$ cat config.mk
export PLATFORM = sky130hd
export DESIGN_NAME = trigger_capture
export DESIGN_NICKNAME = d
export VERILOG_FILES = /design/src/rtl/trigger_capture.sv
export SDC_FILE = /design/constraint.sdc
export NUM_CORES = 1
export LEC_CHECK = 0
export BUFFER_PORTS_ARGS = -buffer_cell sky130_fd_sc_hd__buf_2
export CAP_MARGIN = 20
export CORE_MARGIN = 4
export CORE_UTILIZATION = 29
export DETAILED_ROUTE_END_ITERATION = 8
export MAX_ROUTING_LAYER = met4
export PLACE_DENSITY_LB_ADDON = 0.08
export SLEW_MARGIN = 20
export SYNTH_ARGS = -nofsm -noshare
export SYNTH_HDL_FRONTEND = slang
export SYNTH_SLANG_ARGS = --single-unit
$ cat constraint.sdc
create_clock -name i_clk -period 5.2 [get_ports i_clk]
set_input_delay 1.04 -clock i_clk [delete_from_list [all_inputs] [get_ports i_clk]]
set_output_delay 1.04 -clock i_clk [all_outputs]
set_load 0.03 [all_outputs]
$ cat src/rtl/trigger_capture.sv
// Scope capture writer: decimates the ADC stream, detects a level/edge trigger
// and writes one DEPTH-sample frame into display memory, re-arming only at vsync.
module trigger_capture #(
  parameter int unsigned DATA_W       = 10,
  parameter int unsigned DEPTH        = 640,
  parameter int unsigned DECIM_W      = 8,
  parameter int unsigned AUTO_TIMEOUT = 100000
) (
  input  logic               i_clk,
  input  logic               i_rst_n,
  input  logic               i_sample_valid,
  input  logic [DATA_W-1:0]  i_sample,
  input  logic [DECIM_W-1:0] i_decim,
  input  logic [DATA_W-1:0]  i_trig_level,
  input  logic               i_trig_falling,
  input  logic               i_auto,
  input  logic               i_single,
  input  logic               i_arm,
  input  logic               i_stop,
  input  logic               i_vsync,
  output logic               o_wr_en,
  output logic [9:0]         o_wr_addr,
  output logic [DATA_W-1:0]  o_wr_data,
  output logic               o_frame_done,
  output logic               o_triggered,
  output logic               o_armed
);

  localparam int unsigned     TO_W      = $clog2(AUTO_TIMEOUT + 1);
  localparam logic [TO_W-1:0] TO_LAST   = TO_W'(AUTO_TIMEOUT - 1);
  localparam logic [9:0]      LAST_ADDR = 10'(DEPTH - 1);

  typedef enum logic [1:0] {IDLE, ARMED, CAPTURE, HOLDOFF} state_e;

  state_e             state_q;
  logic [DECIM_W-1:0] dcnt_q;
  logic [TO_W-1:0]    tcnt_q;
  logic [DATA_W-1:0]  prev_q;
  logic               prev_valid_q;
  logic [9:0]         waddr_q;

  logic taken;
  logic rise_hit;
  logic fall_hit;
  logic edge_hit;
  logic force_hit;

  always_comb begin
    taken     = i_sample_valid && (state_q != IDLE) && (dcnt_q == '0);
    rise_hit  = prev_valid_q && (prev_q < i_trig_level) && (i_sample >= i_trig_level);
    fall_hit  = prev_valid_q && (prev_q > i_trig_level) && (i_sample <= i_trig_level);
    edge_hit  = i_trig_falling ? fall_hit : rise_hit;
    force_hit = i_auto && (tcnt_q == TO_LAST);
  end

  always_ff @(posedge i_clk or negedge i_rst_n) begin
    if (!i_rst_n) begin
      state_q      <= IDLE;
      dcnt_q       <= '0;
      tcnt_q       <= '0;
      prev_q       <= '0;
      prev_valid_q <= 1'b0;
      waddr_q      <= '0;
      o_wr_en      <= 1'b0;
      o_wr_addr    <= '0;
      o_wr_data    <= '0;
      o_frame_done <= 1'b0;
      o_triggered  <= 1'b0;
      o_armed      <= 1'b0;
    end else begin
      o_wr_en      <= 1'b0;
      o_frame_done <= 1'b0;
      // Stop overrides everything; the write already on the outputs has been seen.
      if (i_stop) begin
        state_q     <= IDLE;
        o_triggered <= 1'b0;
        o_armed     <= 1'b0;
      end else begin
        if (state_q != IDLE && i_sample_valid)
          dcnt_q <= (dcnt_q == i_decim) ? '0 : dcnt_q + 1'b1;

        unique case (state_q)
          IDLE: begin
            if (i_arm) begin
              state_q      <= ARMED;
              dcnt_q       <= '0;
              tcnt_q       <= '0;
              prev_valid_q <= 1'b0;
              o_armed      <= 1'b1;
              o_triggered  <= 1'b0;
            end
          end
          ARMED: begin
            if (taken) begin
              prev_q       <= i_sample;
              prev_valid_q <= 1'b1;
              if (tcnt_q != TO_LAST)
                tcnt_q <= tcnt_q + 1'b1;
              if (edge_hit || force_hit) begin
                state_q     <= CAPTURE;
                o_armed     <= 1'b0;
                o_triggered <= 1'b1;
                o_wr_en     <= 1'b1;
                o_wr_addr   <= '0;
                o_wr_data   <= i_sample;
                waddr_q     <= 10'd1;
              end
            end
          end
          CAPTURE: begin
            if (taken) begin
              o_wr_en   <= 1'b1;
              o_wr_addr <= waddr_q;
              o_wr_data <= i_sample;
              waddr_q   <= waddr_q + 10'd1;
              if (waddr_q == LAST_ADDR) begin
                o_frame_done <= 1'b1;
                state_q      <= HOLDOFF;
              end
            end
          end
          HOLDOFF: begin
            if (i_vsync) begin
              o_triggered <= 1'b0;
              if (i_single) begin
                state_q <= IDLE;
              end else begin
                state_q      <= ARMED;
                dcnt_q       <= '0;
                tcnt_q       <= '0;
                prev_valid_q <= 1'b0;
                o_armed      <= 1'b1;
              end
            end
          end
          default: state_q <= IDLE;
        endcase
      end
    end
  end

endmodule

# After elaboration in Yosys (flattened, before gate mapping)

Index checks and enable logic that the tools add are counted.

Bits in read-only memories: 0
Register bits: 72
RAM bits: 0
Output and inout port bits: 24
Memories: 0
Bits of input ports: 37
Latch bits: 0

Order comparisons: 4
Reduce and logical (&&, ||, !) cells: 21
Add/subtract/negate cells: 3
Equal/unequal tests: 21
Multiply operators: 0
Bitwise logic cells: 1
Mux-type cells: 60
Shifts and indexed selects: 0
Div/mod/pow operators: 0

Operators by type and width:

| operator                                                        | number |
|---|---|
| 10-bit two-way mux                                              | 9 |
| 17-bit two-way mux                                              | 5 |
| 10-bit case mux with 2 select lines                             | 3 |
| 17-bit case mux with 3 select lines                             | 1 |
| 8-bit two-way mux                                               | 5 |
| 1-bit two-way mux                                               | 24 |
| 3-bit != test, second input constant                            | 7 |
| 6-bit AND reduction                                             | 3 |
| 17-bit by 1-bit adder with 17-bit output, second input constant | 1 |
| 17-bit == test, second input constant                           | 1 |
| 17-bit != test, second input constant                           | 1 |
| 8-bit case mux with 2 select lines                              | 1 |
| 2-bit two-way mux                                               | 7 |
| 2-bit != test, second input constant                            | 7 |
| 10-bit by 1-bit adder with 10-bit output, second input constant | 1 |
| 10-bit == test, second input constant                           | 1 |
| 10-bit >= comparator                                            | 1 |
| 10-bit > comparator                                             | 1 |
| 10-bit <= comparator                                            | 1 |
| 10-bit < comparator                                             | 1 |
| 5-bit AND reduction                                             | 2 |
| 1-bit case mux with 3 select lines                              | 3 |
| 8-bit by 1-bit adder with 8-bit output, second input constant   | 1 |
| 8-bit == test                                                   | 1 |
| 14 further kinds                                                | 22 |

# Depth between registers and ports, before layout

Word-level depth: 9
Depth in mapped cells: 11

# Worst setup path before layout

Ideal clock, no wire load.

Kind: input port to flip-flop
Start: input port i_trig_level[3]
End: register o_wr_data[1]
Path slack: 1.627 ns
Data arrival time: 3.448 ns
Data required time: 5.075 ns
Cell stages on the path: 11
Cells stage by stage: inv_1 > ha_1 > a21oi_1 > o21ai_0 > a2111oi_2 > mux2i_1 > and2b_1 > o21ai_0 > nand2_1 > buf_4 > mux2_2

Longest elaborated chain between the ends: 7

RTL lines:

| item                                                              | RTL line | source |
|---|---|---|
| start, declared                                                   | 14       | `input logic [DATA_W-1:0] i_trig_level,` |
| 10-bit < comparator / 10-bit > comparator (equally long branches) | 50, 51   |  |
| 1-bit logical AND, on equally long branches (2 in a row)          | 50, 51   |  |
| 1-bit two-way mux *                                               | 52       | `edge_hit = i_trig_falling ? fall_hit : rise_hit;` |
| 1-bit logical OR *                                                | 99       | `if (edge_hit \|\| force_hit) begin` |
| 2-bit != test (no line) *                                         | --       |  |
| 5-bit AND reduction (no line) *                                   | --       |  |
| end signal, assigned                                              | 105      | `o_wr_data <= i_sample;` |
| end signal, assigned                                              | 114      | `o_wr_data <= i_sample;` |
| end, declared                                                     | 23       | `output logic [DATA_W-1:0] o_wr_data,` |

Every way passes the cells marked *; elsewhere a longest branch is shown, timed or not.
A chain may end at the register's enable or synchronous reset.

# Worst setup path in the final report

Start: input port i_trig_level[3]
End: register o_wr_data[6]

Same word-level chain as after synthesis.

==> impl_results.html <==
<table>
<tr><th>Metric</th><th>Value</th></tr>
<tr><th colspan="2">CTS</th></tr>
<tr><td>Depth of the CTS H-tree</td><td>3</td></tr>
<tr><td>Clock root buffer master</td><td>sky130_fd_sc_hd__clkbuf_16</td></tr>
<tr><td>Post_cts resized</td><td>0</td></tr>
<tr><td>Clock-pin slew on the worst setup and hold paths</td><td>60 ps</td></tr>
<tr><td>Hold Buf Count CTS</td><td>0</td></tr>
<tr><td>Post-CTS setup buffers</td><td>0</td></tr>
<tr><td>TritonCTS clock tree</td><td>built</td></tr>
<tr><td>Number of buffers on the longest clock path</td><td>2</td></tr>
<tr><td>Total CTS buffers</td><td>9</td></tr>
<tr><td>Sinks on Clock Net</td><td>between 70 and 80</td></tr>
<tr><td>Insertion delay to the later sink of the worst-skew pair</td><td>330 ps</td></tr>
<tr><th colspan="2">Worst setup path</th></tr>
<tr><td>Worst Setup Start Kind</td><td>input pin</td></tr>
<tr><td>Worst Setup End Kind</td><td>register</td></tr>
<tr><td>Arrival time reported for the critical path endpoint</td><td>4240 ps</td></tr>
<tr><td>Critical Setup Path Class</td><td>input pin to register</td></tr>
<tr><td>Worst Path Max Fanout</td><td>14</td></tr>
<tr><td>Data required, critical path</td><td>roughly 5400 ps</td></tr>
<tr><th colspan="2">Placement</th></tr>
<tr><td>Placer's final routability congestion estimate</td><td>approximately 0.8</td></tr>
<tr><td>Dpl cell area</td><td>4730 sq um</td></tr>
<tr><td>Placed cells</td><td>656</td></tr>
<tr><td>Detailed-placement wirelength estimate</td><td>approximately 7400 um</td></tr>
<tr><td>Number of port buffers</td><td>60</td></tr>
<tr><th colspan="2">Routing</th></tr>
<tr><td>First-iteration detailed-routing DRC count</td><td>~150</td></tr>
<tr><td>Average wire per standard cell</td><td>between 15 and 20 um</td></tr>
<tr><td>DRT Wirelength</td><td>10100 um</td></tr>
<tr><td>DRC</td><td>0</td></tr>
<tr><td>Number of iterations in the first detailed-routing pass</td><td>4</td></tr>
<tr><td>ANT nets after route</td><td>0</td></tr>
<tr><td>Via Count</td><td>between 3000 and 4000</td></tr>
<tr><td>DR vias/cell</td><td>around 4.9</td></tr>
<tr><th colspan="2">Die</th></tr>
<tr><td>Number of standard-cell rows in the floorplan</td><td>43</td></tr>
<tr><td>Height of the chip</td><td>129 um</td></tr>
<tr><td>Core area</td><td>~14000 sq um</td></tr>
<tr><td>Starting Density</td><td>roughly 30%</td></tr>
<tr><td>Die Wd</td><td>about 130 um</td></tr>
<tr><td>Total Die Area</td><td>16600 sq um</td></tr>
<tr><td>I/O pin count</td><td>slightly above 60</td></tr>
<tr><th colspan="2">Synthesis</th></tr>
<tr><td>Total of flip-flops plus latches after synthesis</td><td>72</td></tr>
<tr><td>Synthesized Nets</td><td>491</td></tr>
<tr><td>Number of flops mapped to enable cells by yosys</td><td>0</td></tr>
<tr><td>Count of warnings emitted by yosys</td><td>0</td></tr>
<tr><td>Distinct cells, synth</td><td>between 50 and 60</td></tr>
<tr><td>Post-Synthesis Cells</td><td>424</td></tr>
<tr><td>Async set or reset register ratio after synthesis</td><td>100%</td></tr>
<tr><td>Fraction of the yosys area taken by sequential cells</td><td>42.6%</td></tr>
<tr><td>Synthesized area per cell</td><td>around 10 sq um</td></tr>
<tr><td>Area of the mapped netlist</td><td>between 4000 and 5000 sq um</td></tr>
<tr><td>Most instantiated flip-flop cell in the synthesis netlist</td><td>sky130_fd_sc_hd__dfrtp_1</td></tr>
<tr><th colspan="2">Min path</th></tr>
<tr><td>Hold/Removal Path Class</td><td>register to register</td></tr>
<tr><th colspan="2">Timing</th></tr>
<tr><td>Worst setup skew after layout</td><td>6.09 ps</td></tr>
<tr><td>Final critical path time including I/O delays and setup</td><td>4030 ps</td></tr>
<tr><td>Count of final setup violators</td><td>0</td></tr>
<tr><td>RSZ-0062 raised after global routing</td><td>no</td></tr>
<tr><td>Worst max-slew margin expressed relative to the limit</td><td>37.1%</td></tr>
<tr><td>Setup_tns</td><td>0 ps</td></tr>
<tr><td>Max-slew violations</td><td>0</td></tr>
<tr><td>Share of the cycle needed by the critical path after routing</td><td>77.5%</td></tr>
<tr><td>Worst Tran Pin Value</td><td>between 900 and 1000 ps</td></tr>
<tr><td>Post-route worst hold slack</td><td>between 400 and 500 ps</td></tr>
<tr><td>Peak clock frequency supported by timing</td><td>248 MHz</td></tr>
<tr><td>Final Hold Violating Endpoints</td><td>0</td></tr>
<tr><th colspan="2">Flow run</th></tr>
<tr><td>Max-cap violations</td><td>0</td></tr>
<tr><th colspan="2">Finish</th></tr>
<tr><td>Count of fill cells added during filler insertion</td><td>1518</td></tr>
<tr><td>Sequential cell area</td><td>between 1500 and 2000 sq um</td></tr>
<tr><td>Antenna Cells</td><td>0</td></tr>
<tr><td>Ratio of cells with drive above 1 in the final layout</td><td>22.0%</td></tr>
<tr><td>Net total in the final layout</td><td>between 500 and 600</td></tr>
<tr><td>Area delta synth-&gt;final</td><td>18.3%</td></tr>
<tr><td>Multi-input combinational cell area</td><td>2250 sq um</td></tr>
<tr><td>Commonest cells after routing, fill and taps aside</td><td>sky130_fd_sc_hd__dfrtp_1, sky130_fd_sc_hd__buf_2, sky130_fd_sc_hd__nor2_1, sky130_fd_sc_hd__inv_1, sky130_fd_sc_hd__ha_1</td></tr>
<tr><td>Final non-filler cell total</td><td>670</td></tr>
<tr><td>Commonest non-fill, non-tap cell in the layout</td><td>sky130_fd_sc_hd__dfrtp_1</td></tr>
<tr><td>Fin area</td><td>5000 sq um</td></tr>
<tr><td>Final core utilization</td><td>a little over a third</td></tr>
<tr><th colspan="2">Pwr</th></tr>
<tr><td>Lkg Pwr</td><td>2.40 nW</td></tr>
<tr><td>VDD IR-drop max</td><td>roughly 220 uV</td></tr>
<tr><td>Power per unit of standard cell area</td><td>just over 400 nW/um^2</td></tr>
<tr><th colspan="2">Global routing</th></tr>
<tr><td>First-pass GRT wire length</td><td>between 15000 and 20000 um</td></tr>
<tr><td>Via count of the first global-routing pass</td><td>3463</td></tr>
<tr><td>Global router's overall resource usage</td><td>a little over an eighth</td></tr>
<tr><td>Remaining Overflow, GRT</td><td>0</td></tr>
<tr><td>Antenna violations before repair</td><td>0</td></tr>
<tr><td>Largest net degree at the start of global routing</td><td>73</td></tr>
<tr><th colspan="2">Outcome</th></tr>
<tr><td>Result of the run</td><td>finished, final reports clean</td></tr>
</table>
-- stage by stage --
| stage | power (mW) | setup WS (ps) |
|---|---|---|
| 2_1_floorplan | 1.29 | 1630 |
| 3_3_place_gp | 1.51 | 838 |
| 3_5_place_dp | 1.51 | 781 |
| 4_1_cts | 2.12 | 1140 |
| 5_1_grt | 2.24 | 805 |
| 6_report | 2.08 | 1170 |
-- cell usage after synthesis, types with 2 or more instances --
master                       n  area (sq um)
sky130_fd_sc_hd__a2111oi_2   2          30.0
sky130_fd_sc_hd__a211o_1     2          17.5
sky130_fd_sc_hd__a211oi_1    7          52.6
sky130_fd_sc_hd__a21oi_1    18          90.1
sky130_fd_sc_hd__a311o_1     3          30.0
sky130_fd_sc_hd__a31oi_1     2          12.5
sky130_fd_sc_hd__and2_1      7          43.8
sky130_fd_sc_hd__and3_1     11          68.8
sky130_fd_sc_hd__buf_1       2          7.51
sky130_fd_sc_hd__clkbuf_1    7          26.3
sky130_fd_sc_hd__dfrtp_1    72          1800
sky130_fd_sc_hd__ha_1       30           375
sky130_fd_sc_hd__inv_1      30           113
sky130_fd_sc_hd__mux2_2     25           282
sky130_fd_sc_hd__mux2i_1     3          30.0
sky130_fd_sc_hd__nand2_1    27           101
sky130_fd_sc_hd__nand2b_1    7          43.8
sky130_fd_sc_hd__nand3_1    19          95.1
sky130_fd_sc_hd__nand4_1    15          93.8
sky130_fd_sc_hd__nand4b_1    3          26.3
sky130_fd_sc_hd__nor2_1     35           131
sky130_fd_sc_hd__nor2b_1     8          50.1
sky130_fd_sc_hd__nor3_1      6          30.0
sky130_fd_sc_hd__nor3b_1     5          37.5
sky130_fd_sc_hd__o211ai_1    3          22.5
sky130_fd_sc_hd__o21ai_0    15          75.1
sky130_fd_sc_hd__o21bai_1    2          15.0
sky130_fd_sc_hd__o311ai_0    2          17.5
sky130_fd_sc_hd__o31ai_1     2          15.0
sky130_fd_sc_hd__xnor2_1    13           114
sky130_fd_sc_hd__xor2_1     18           158
-- report_power, final --
group,switching (mW),internal [mW]
registers,0.0764,0.667
logic,0.466,0.279
clock network,0.231,0.357
-- routing by layer --
layer | wire (um) | track usage [%] | part of all wire (%) | up-vias
met1 | 4900 | 17.9 | 48 | 1575
met5 | 0 | - | 0 | -
met3 | 373 | 2.49 | 3.7 | 15
met2 | 4660 | 20.3 | 46 | 62
li1 | - | - | - | 1629
met4 | 207 | 5.25 | 2.0 | 0
-- worst paths after layout --
| kind | start | endpoint | slack (ps) | cells after the start |
|---|---|---|---|---|
| max | i_trig_level[3] | o_wr_data[6] | 1170 | 12 |
| min | prev_q[0] | prev_q[0] | 490 | 2 |
| max reg2reg | state_q[0] | o_wr_data[8] | 1620 | 8 |
| min reg2reg | prev_q[0] | prev_q[0] | 490 | 2 |
| max in group asynchronous | i_rst_n | tcnt_q[6] | 3740 | 1 |
| min in group asynchronous | i_rst_n | dcnt_q[3] | 830 | 1 |
-- cell families (layout without fill, tap and decap cells) --
group                    after synthesis  after routing  share of synthesized area, %
buffers and inverters                 42            108                          4.03
flip-flops                            72             72                          42.6
AO/OA/AOI/OAI                         69             69                          11.5
AND/OR/NAND/NOR                      152            152                          19.2
adder cells (fa/ha/maj)               30             30                          8.88
XOR/XNOR                              31             31                          6.43
multiplexers                          28             28                          7.37
-- area by class of cell --
cell class / instances / share of cell area (%)
multi-input combinational: 310 / 45.1
inverter: 30 / 2.25
tap: 180 / 4.50
sequential: 72 / 36.0
clock buffer: 14 / 5.48
timing repair buffer: 64 / 6.66
-- registers in the layout, summed over array words and instances (netlist names) --
register and flops:
tcnt_q 17, o_wr_addr 10, o_wr_data 10, prev_q 10
waddr_q 10, dcnt_q 8, state_q 2, o_armed 1
o_frame_done 1, o_triggered 1, o_wr_en 1, prev_valid_q 1
-- critical path, cell delays in order --
cell and delay (ps):
sky130_fd_sc_hd__buf_2 70, sky130_fd_sc_hd__inv_1 50, sky130_fd_sc_hd__ha_1 310, sky130_fd_sc_hd__a21oi_1 160, sky130_fd_sc_hd__o21ai_0 120, sky130_fd_sc_hd__a2111oi_2 630
sky130_fd_sc_hd__mux2i_1 430, sky130_fd_sc_hd__and2b_1 200, sky130_fd_sc_hd__o21ai_0 90, sky130_fd_sc_hd__buf_4 200, sky130_fd_sc_hd__nand2_1 540, sky130_fd_sc_hd__mux2_2 410
Power figures use the tool's default switching activity.
